==> src/rtl/imem_prefetch_buf_pkg.sv <==
// imem_prefetch_buf_pkg: shared widths, depth default and fetch/prefetch bus types
package imem_prefetch_buf_pkg;
  localparam int XLEN = 32;
  localparam int PF_DEPTH = 4;
  typedef struct packed {
    logic            redirect;
    logic [XLEN-1:0] redirect_pc;
    logic            ready;
  } type_if2pf_s;
  typedef struct packed {
    logic            valid;
    logic [XLEN-1:0] instr;
    logic [XLEN-1:0] pc;
  } type_pf2if_s;
endpackage

==> src/rtl/imem_prefetch_buf_pf_fifo.sv <==
// pf_fifo: synchronous in-order FIFO with flush and occupancy count
module pf_fifo #(
  parameter int DEPTH = 4,
  parameter int W = 64,
  localparam int AW = $clog2(DEPTH),
  localparam int CW = $clog2(DEPTH + 1)
) (
  input  logic          clk,
  input  logic          rst,
  input  logic          flush,
  input  logic          push,
  input  logic          pop,
  input  logic [W-1:0]  wdata,
  output logic [W-1:0]  rdata,
  output logic [CW-1:0] count
);
  logic [W-1:0] mem_q [DEPTH];
  logic [AW-1:0] wr_q, wr_d, rd_q, rd_d;
  logic [CW-1:0] count_q, count_d;
  // Pointers wrap naturally because DEPTH is a power of two; flush empties everything
  always_comb begin
    wr_d = flush ? '0 : wr_q + AW'(push);
    rd_d = flush ? '0 : rd_q + AW'(pop);
    count_d = flush ? '0 : count_q + CW'(push) - CW'(pop);
  end
  // Pointer and occupancy registers
  always_ff @(posedge clk or posedge rst) begin
    if (rst) begin
      wr_q <= '0;
      rd_q <= '0;
      count_q <= '0;
    end else begin
      wr_q <= wr_d;
      rd_q <= rd_d;
      count_q <= count_d;
    end
  end
  // Storage needs no reset; the head is only observed while count is nonzero
  always_ff @(posedge clk) begin
    if (push) mem_q[wr_q] <= wdata;
  end
  assign rdata = mem_q[rd_q];
  assign count = count_q;
endmodule

==> src/rtl/imem_prefetch_buf.sv <==
// imem_prefetch_buf: sequential instruction prefetch with credit flow control; PCORE_PREFETCH_BYPASS_EN presents an empty-FIFO return combinationally
module imem_prefetch_buf import imem_prefetch_buf_pkg::*; #(
  parameter int DEPTH = PF_DEPTH,
  parameter logic [XLEN-1:0] RESET_PC = '0
) (
  input  logic            clk,
  input  logic            rst_n,
  input  logic            redirect_i,
  input  logic [XLEN-1:0] redirect_pc_i,
  input  logic            fetch2pf_ready_i,
  output logic            pf2fetch_valid_o,
  output logic [XLEN-1:0] pf2fetch_instr_o,
  output logic [XLEN-1:0] pf2fetch_pc_o,
  output logic            if2imem_req_o,
  output logic [XLEN-1:0] if2imem_addr_o,
  input  logic [XLEN-1:0] imem2if_rdata_i
);
  localparam int CW = $clog2(DEPTH + 1);
  type_if2pf_s in_s;
  type_pf2if_s out_s;
  logic [XLEN-1:0] pc_q, pc_d, inflight_pc_q, inflight_pc_d;
  logic inflight_q, inflight_d;
  logic [CW-1:0] count;
  logic [2*XLEN-1:0] head;
  logic push, pop, fifo_pop, byp, req;
  logic [CW:0] credit;
  assign in_s = '{redirect: redirect_i, redirect_pc: redirect_pc_i, ready: fetch2pf_ready_i};
  // Present FIFO head (zero when empty), push returns, and issue only while credit remains
  always_comb begin
`ifdef PCORE_PREFETCH_BYPASS_EN
    byp = count == '0 && inflight_q && !in_s.redirect;
`else
    byp = 1'b0;
`endif
    out_s.valid = count != '0 || byp;
    out_s.instr = byp ? imem2if_rdata_i : (count != '0 ? head[2*XLEN-1:XLEN] : '0);
    out_s.pc = byp ? inflight_pc_q : (count != '0 ? head[XLEN-1:0] : '0);
    pop = out_s.valid && in_s.ready;
    push = inflight_q && !in_s.redirect && !(byp && in_s.ready);
    fifo_pop = pop && !in_s.redirect && !byp;
    credit = {1'b0, count} + (CW+1)'(inflight_q) - (CW+1)'(pop);
    req = !rst_n && !in_s.redirect && credit < (CW+1)'(DEPTH);
  end
  // Next fetch PC: redirect wins and is word-aligned, otherwise advance on issue
  always_comb begin
    pc_d = in_s.redirect ? (in_s.redirect_pc & ~XLEN'(3)) : (req ? pc_q + XLEN'(4) : pc_q);
    inflight_d = req;
    inflight_pc_d = req ? pc_q : inflight_pc_q;
  end
  // Fetch PC and in-flight request tracking
  always_ff @(posedge clk or posedge rst_n) begin
    if (rst_n) begin
      pc_q <= RESET_PC;
      inflight_q <= 1'b0;
      inflight_pc_q <= '0;
    end else begin
      pc_q <= pc_d;
      inflight_q <= inflight_d;
      inflight_pc_q <= inflight_pc_d;
    end
  end
  pf_fifo #(.DEPTH(DEPTH), .W(2*XLEN)) u_fifo (
    .clk(clk),
    .rst(rst_n),
    .flush(in_s.redirect),
    .push(push),
    .pop(fifo_pop),
    .wdata({imem2if_rdata_i, inflight_pc_q}),
    .rdata(head),
    .count(count)
  );
  assign pf2fetch_valid_o = out_s.valid;
  assign pf2fetch_instr_o = out_s.instr;
  assign pf2fetch_pc_o = out_s.pc;
  assign if2imem_req_o = req;
  assign if2imem_addr_o = pc_q;
endmodule

==> config.mk <==
export PLATFORM = sky130hd
export DESIGN_NAME = imem_prefetch_buf
export DESIGN_NICKNAME = d
export VERILOG_FILES = /design/src/rtl/imem_prefetch_buf_pkg.sv /design/src/rtl/imem_prefetch_buf_pf_fifo.sv /design/src/rtl/imem_prefetch_buf.sv
export SDC_FILE = /design/constraint.sdc
export NUM_CORES = 1
export LEC_CHECK = 0
export CAP_MARGIN = 20
export CORE_ASPECT_RATIO = 0.9
export CORE_UTILIZATION = 50
export CTS_CLUSTER_DIAMETER = 40
export DETAILED_ROUTE_END_ITERATION = 8
export PLACE_DENSITY = 0.76
export SKIP_LAST_GASP = 1
export SYNTH_ARGS = -nofsm -noshare
export SYNTH_HDL_FRONTEND = slang
export SYNTH_HIERARCHICAL = 1
export SYNTH_SLANG_ARGS = --single-unit
export TNS_END_PERCENT = 10
==> constraint.sdc <==
create_clock -name clk -period 5.5 [get_ports clk]
set_input_delay 0.55 -clock clk [delete_from_list [all_inputs] [get_ports clk]]
set_output_delay 0.55 -clock clk [all_outputs]
set_load 0.01 [all_outputs]
==> flow_summary.ini, run 1 <==
[status]
status = completed

[setup_path]
worstSetupEndpointType = output port
rrSetupSlack_ns = 2.13
rr_endpoint = if2imem_addr_o[31]$_DFFE_PP0P_
crit_path_cell_trace = inv_1 > nand3_2 > and2_1 > ha_1 > inv_1 > ha_1 > and3b_1 > or4_4 > a21o_1 > inv_2 > clkdlybuf4s50_1
slowest_stage = or4_4
path_buf_inv = 4
cp.arrival_ns = 3.50
rr_worst_depth = 13
cp.required_ns = 4.95
slowest_delay_ns = 0.67
crit_type = flop to output port
critical-path-top-delay-family = simple AND/OR/NAND/NOR gates
r2r_start = u_fifo/count[1]$_DFF_PP0_
crit_fanout = 15
critPathLaunchType = flop

[placement]
portBuffers = 161
placed_cell_area_um2 = 15300
dp_hpwl_mm = 16.3
gp_congestion = 0.819

[cells_and_area]
fin_nets = 1065
fillCellCount = 1839
final_common_cell = edfxtp_1
n_antenna_cell = 0
area.growth.synth_to_final_pct = 25.6
final_cell_mix = 256 x edfxtp_1, 160 x clkdlybuf4s50_1, 120 x nand2_1
ff_latch_area_um2 = 9400
multiInputGateArea_um2 = 3730
drive_above_1_share = 0.158
fin_util = 0.642
design_area_um2 = 16800

[clock_tree]
root_buffer = clkbuf_16
cts_tree = yes
cts_resized = 0
clk_pin_slew_ns = 0.06
post_cts_buffers = 0
cts-htree-levels = 2
hold_buffers = 0
clock_path_buffers = 3
numCtsBuffers = 41
numClockSinks = 324
clk_latency_ns = 0.52

[pwr]
power.leakage_nw = 5.85
power.density_nw_per_um2 = 462
ir_worst_vdd_v = 0.000245

[worst_hold_path]
hold-path-endpoint = u_fifo/mem_q[2][22]$_DFFE_PP_
hp-class = flop to flop
holdPathStages = 0
worstHoldStart = inflight_pc_q[22]$_DFFE_PP0P_

[synthesis]
yosys.area.top_type = edfxtp_1
ys_seq_area_frac = 0.701
ys_ff_latch = 324
synth_cells = 803
syn_area_um2 = 13400
yosysWarnings = 6
syn_avg_cell_area_um2 = 16.7
ys.flop_type = edfxtp_1
synth_top_area_share = 0.574
yosys-top-cells-area = edfxtp_1 57%, dfrtp_1 13%, mux4_2 10%, nand2_1 3.4%, and2_1 3.1%
synth.distinct_cells = 58
synth-edff-count = 256
async_reset_ff_frac = 0.210

[routing]
vias_per_cell = 5.52
wl_per_cell_um = 20.3
routed_wl_mm = 27.8
vias = 7556
antenna_left = 0
drt_iter0_drc = 566
dr.pass1.iters = 4
drc = 0

[timing]
fmax_mhz = 247
rsz0062_at_grt = no
timing_hold_violations_final = 0
period_share = 0.737
slew-limit-headroom = 0.277
slew_viol_final = 0
setup_viol = 0
tightest_slew_ns = 1.08
fin_worst_skew_ns = 0.0131
min_period_ns = 4.05

[die]
core_um2 = 26200
ioPinCount = 166
die-width_um = 175
die-area_um2 = 27500
die_h_um = 157
num_rows = 56
start_util = 0.511

[global_routing]
grt_antenna_before_repair = 0
gr-total-overflow = 0
grt_use_total = 0.207
grt_max_degree = 67
grt_pass1_wl_mm = 43.1
grt_pass1_vias = 7625

[run]
drv_cap = 0
==> kinds of logic after synthesis <==
group / after synthesis / share of synthesized area
other: 1 / 0.000280
AOI/OAI and AO/OA: 60 / 0.0400
DFF: 324 / 0.701
and+or+nand+nor: 266 / 0.0984
adders and majority gates: 9 / 0.00897
buffers and inverters: 56 / 0.0262
muxes: 68 / 0.112
xor gates and xnor gates: 19 / 0.0134
==> worst reg2reg max path: stages, from the launching register on <==
cell,delay [ns]
dfrtp_1,0.43
inv_1,0.12
nand3_2,0.08
and2_1,0.16
ha_1,0.17
inv_1,0.05
ha_1,0.21
and3b_1,0.22
or4_4,0.68
a21o_1,0.27
inv_2,0.06
buf_4,0.35
nand4_1,0.18
a31o_2,0.27
==> state kept, by name, summed over array words and instances, names as in the netlist <==
register        count
u_fifo/mem_q      256
inflight_pc_q      30
inflight_q          1
if2imem_addr_o     30
u_fifo/wr_q         2
u_fifo/count        3
u_fifo/rd_q         2
==> power breakdown <==
group	internal (mW)	switching [mW]	total, mW
clock	1.88	0.990	2.87
sequential	2.98	0.241	3.22
combinational	0.862	0.821	1.68
total	5.72	2.05	7.77
==> stage by stage <==
stage	worst slack (ns)	TNS [ns]	cells	power, mW	hold slack [ns]
floorplan	-0.702	-44.92	812	4.16	0.353
global placement	1.54	0	1293	4.93	0.497
detailed placement	1.56	0	1293	4.97	0.504
CTS	1.42	0	1369	7.86	0.512
global route	1.26	0	1369	8.10	0.528
finish	1.45	0	1369	7.77	0.515
==> cell usage after synthesis, types with 5 or more instances <==
library cell	n
edfxtp_1	256
nand2_1	120
dfrtp_1	68
and2_1	66
mux4_2	60
clkbuf_1	18
o21ai_0	18
xnor2_1	17
nand3_1	16
nor2_1	16
inv_1	12
buf_2	11
nand4_1	11
nor2b_1	9
and3_1	8
ha_1	8
a2111oi_4	6
buf_12	6
nor3_1	5
o21ai_1	5
==> metal layers <==
metal,part of all wire,global-route usage,vias to the layer above,routed length [um]
met5,0,0,-,0
met4,0.016,0.0576,0,439
met3,0.070,0.0425,40,1960
met2,0.47,0.332,266,13000
met1,0.44,0.291,3820,12400
li1,-,-,3430,-
==> cell type report <==
class / count / area share
repair buffers: 175 / 0.102
clock buffers: 53 / 0.0693
multi-input cells: 432 / 0.222
inverters: 14 / 0.00312
flip-flops and latches: 324 / 0.558
clock inverters: 23 / 0.0201
well taps: 348 / 0.0259
==> worst max path at each step <==
stage / depth (start not counted) / to / startpoint
after floorplan: 5 / u_fifo/mem_q[0][0]$_DFFE_PP_ / redirect_i
after global placement: 10 / if2imem_req_o / fetch2pf_ready_i
after detailed placement: 10 / if2imem_req_o / fetch2pf_ready_i
after CTS: 11 / if2imem_req_o / u_fifo/count[1]$_DFF_PP0_
after global routing: 11 / if2imem_req_o / u_fifo/count[1]$_DFF_PP0_
final: 11 / if2imem_req_o / u_fifo/count[1]$_DFF_PP0_
Power figures use the tool's default switching activity.
==> run 2: changes to the inputs <==
- clock period: 5.5 -> 3.7 ns (I/O delays scaled with it)
==> run 2 against run 1 <==
Against the previous run: wire length down 1.4%; count of clock-buffer cells in the layout down 2; combinational power up 51%; via count up 0.30%; sequential cell count unchanged; largest power group unchanged; power up 40%; sequential power up 48%; critical path depth unchanged; utilization down 0.59 points; highest routed layer unchanged; hold slack worse by 0.22 ns.
==> flow_summary.ini, run 2 (synthesis results as in run 1) <==
[global_routing]
gr-total-overflow = 0
grt_pass1_vias = 7709
grt_pass1_wl_mm = 43.5
grt_antenna_before_repair = 0
grt_use_total = 0.209
grt_max_degree = 67

[routing]
vias = 7579
vias_per_cell = 5.51
dr.pass1.iters = 7
routed_wl_mm = 27.4
wl_per_cell_um = 19.9
drt_iter0_drc = 560
antenna_left = 0
drc = 0

[timing]
slew-limit-headroom = 0.284
tightest_slew_ns = 1.07
period_share = 0.889
rsz0062_at_grt = no
timing_hold_violations_final = 0
min_period_ns = 3.29
setup_ws_ns = 0.411
fmax_mhz = 304
fin_worst_skew_ns = 0.0241
setup_tns_ns = 0
setup_viol = 0
slew_viol_final = 0

[cells_and_area]
regMostFlops = u_fifo/mem_q
fin_nets = 1073
final_cell_mix = 256 x edfxtp_1, 159 x clkdlybuf4s50_1, 120 x nand2_1
ff_latch_area_um2 = 9400
drive_above_1_share = 0.165
largest_reg_flops = 256
multiInputGateArea_um2 = 3730
design_area_um2 = 16700
final-instance-count-excl-fill = 1375
area.growth.synth_to_final_pct = 24.5
n_antenna_cell = 0
final_common_cell = edfxtp_1
fillCellCount = 1858

[pwr]
ir_worst_vdd_v = 0.000372
power.leakage_nw = 5.80
power.density_nw_per_um2 = 653

[placement]
portBuffers = 161
pre_cts_ws_ns = 0.353
gp_congestion = 0.814
dp_hpwl_mm = 16.7
placed_cell_area_um2 = 15400
dp.cells = 1301

[clock_tree]
clock_path_buffers = 3
numClockSinks = 324
clk_latency_ns = 0.52
numCtsBuffers = 40
root_buffer = clkbuf_16
cts-htree-levels = 2
clk_pin_slew_ns = 0.05
cts_tree = yes

[worst_hold_path]
worstHoldStart = redirect_i
hold-path-endpoint = u_fifo/wr_q[1]$_DFF_PP0_
holdPathStages = 2
hp-class = primary input to flop

[die]
ioPinCount = 166
die-width_um = 175
die_h_um = 157
start_util = 0.511
core_um2 = 26200
die-area_um2 = 27500
num_rows = 56

[setup_path]
critPathLaunchType = flop
crit_fanout = 4
worstSetupEndpointType = output port
rrSetupSlack_ns = 0.55
rr_endpoint = if2imem_addr_o[12]$_DFFE_PP0P_
crit_type = flop to output port
cp.required_ns = 3.33
cp.arrival_ns = 2.92
r2r_start = u_fifo/count[2]$_DFF_PP0_
rr_worst_depth = 12
crit_start = u_fifo/count[2]$_DFF_PP0_

[run]
drv_cap = 0

[status]
status = completed
## run 2: layout make-up
type,count,share of cell area
Sequential cell,324,0.564
Multi-Input combinational cell,432,0.224
Tap cell,348,0.0261
Clock inverter,22,0.00983
Timing Repair Buffer,184,0.108
Clock buffer,51,0.0650
Inverter,14,0.00315
## run 2: worst max-delay path by stage
stage	to	slack, ns
floorplan	u_fifo/mem_q[2][0]$_DFFE_PP_	-0.38
global placement	if2imem_addr_o[12]$_DFFE_PP0P_	0.36
detailed placement	if2imem_addr_o[12]$_DFFE_PP0P_	0.35
CTS	if2imem_req_o	0.005
global route	if2imem_req_o	0.27
finish	if2imem_req_o	0.41
## run 2: layer usage
layer  part of all wire  vias up  track usage  routed length, um
met5                  0        -            0                  0
met4              0.017        0       0.0596                465
met3              0.073       43       0.0486               2010
met2               0.47      279        0.326              12800
met1               0.44     3813        0.295              12100
li1                   -     3444            -                  -
## run 2: critical path, stage by stage, from the launching register on
cell	delay, ns
dfrtp_2	0.44
inv_1	0.10
nand3_2	0.07
and2_1	0.16
ha_1	0.17
inv_1	0.06
ha_1	0.21
and3b_1	0.23
or4_4	0.51
a21o_1	0.22
inv_2	0.08
dlymetal6s2s_1	0.16
## run 2: report_power, final
group          total (mW)  leakage (nW)  internal [mW]  switching (mW)
sequential           4.77          3.15           4.43           0.339
combinational        2.54          2.04           1.31            1.23
clock                3.59         0.603           2.11            1.48
total                10.9          5.80           7.84            3.05
## run 2: what timing repair did
item	CTS	global route
cloned	0	0
hold buffers	0	0
resized for setup	0	2
setup buffers	1	0
endpoints found under the hold margin	0	0
endpoints found under the setup margin	1	1
## run 2: per-stage QoR
stage	total power, mW	util	hold WS [ns]
finish	10.9	0.636	0.293
global route	11.4	0.636	0.293
CTS	11.0	0.636	0.272
detailed placement	7.40	0.588	0.511
global placement	7.34	0.588	0.499
floorplan	6.18	-	0.173
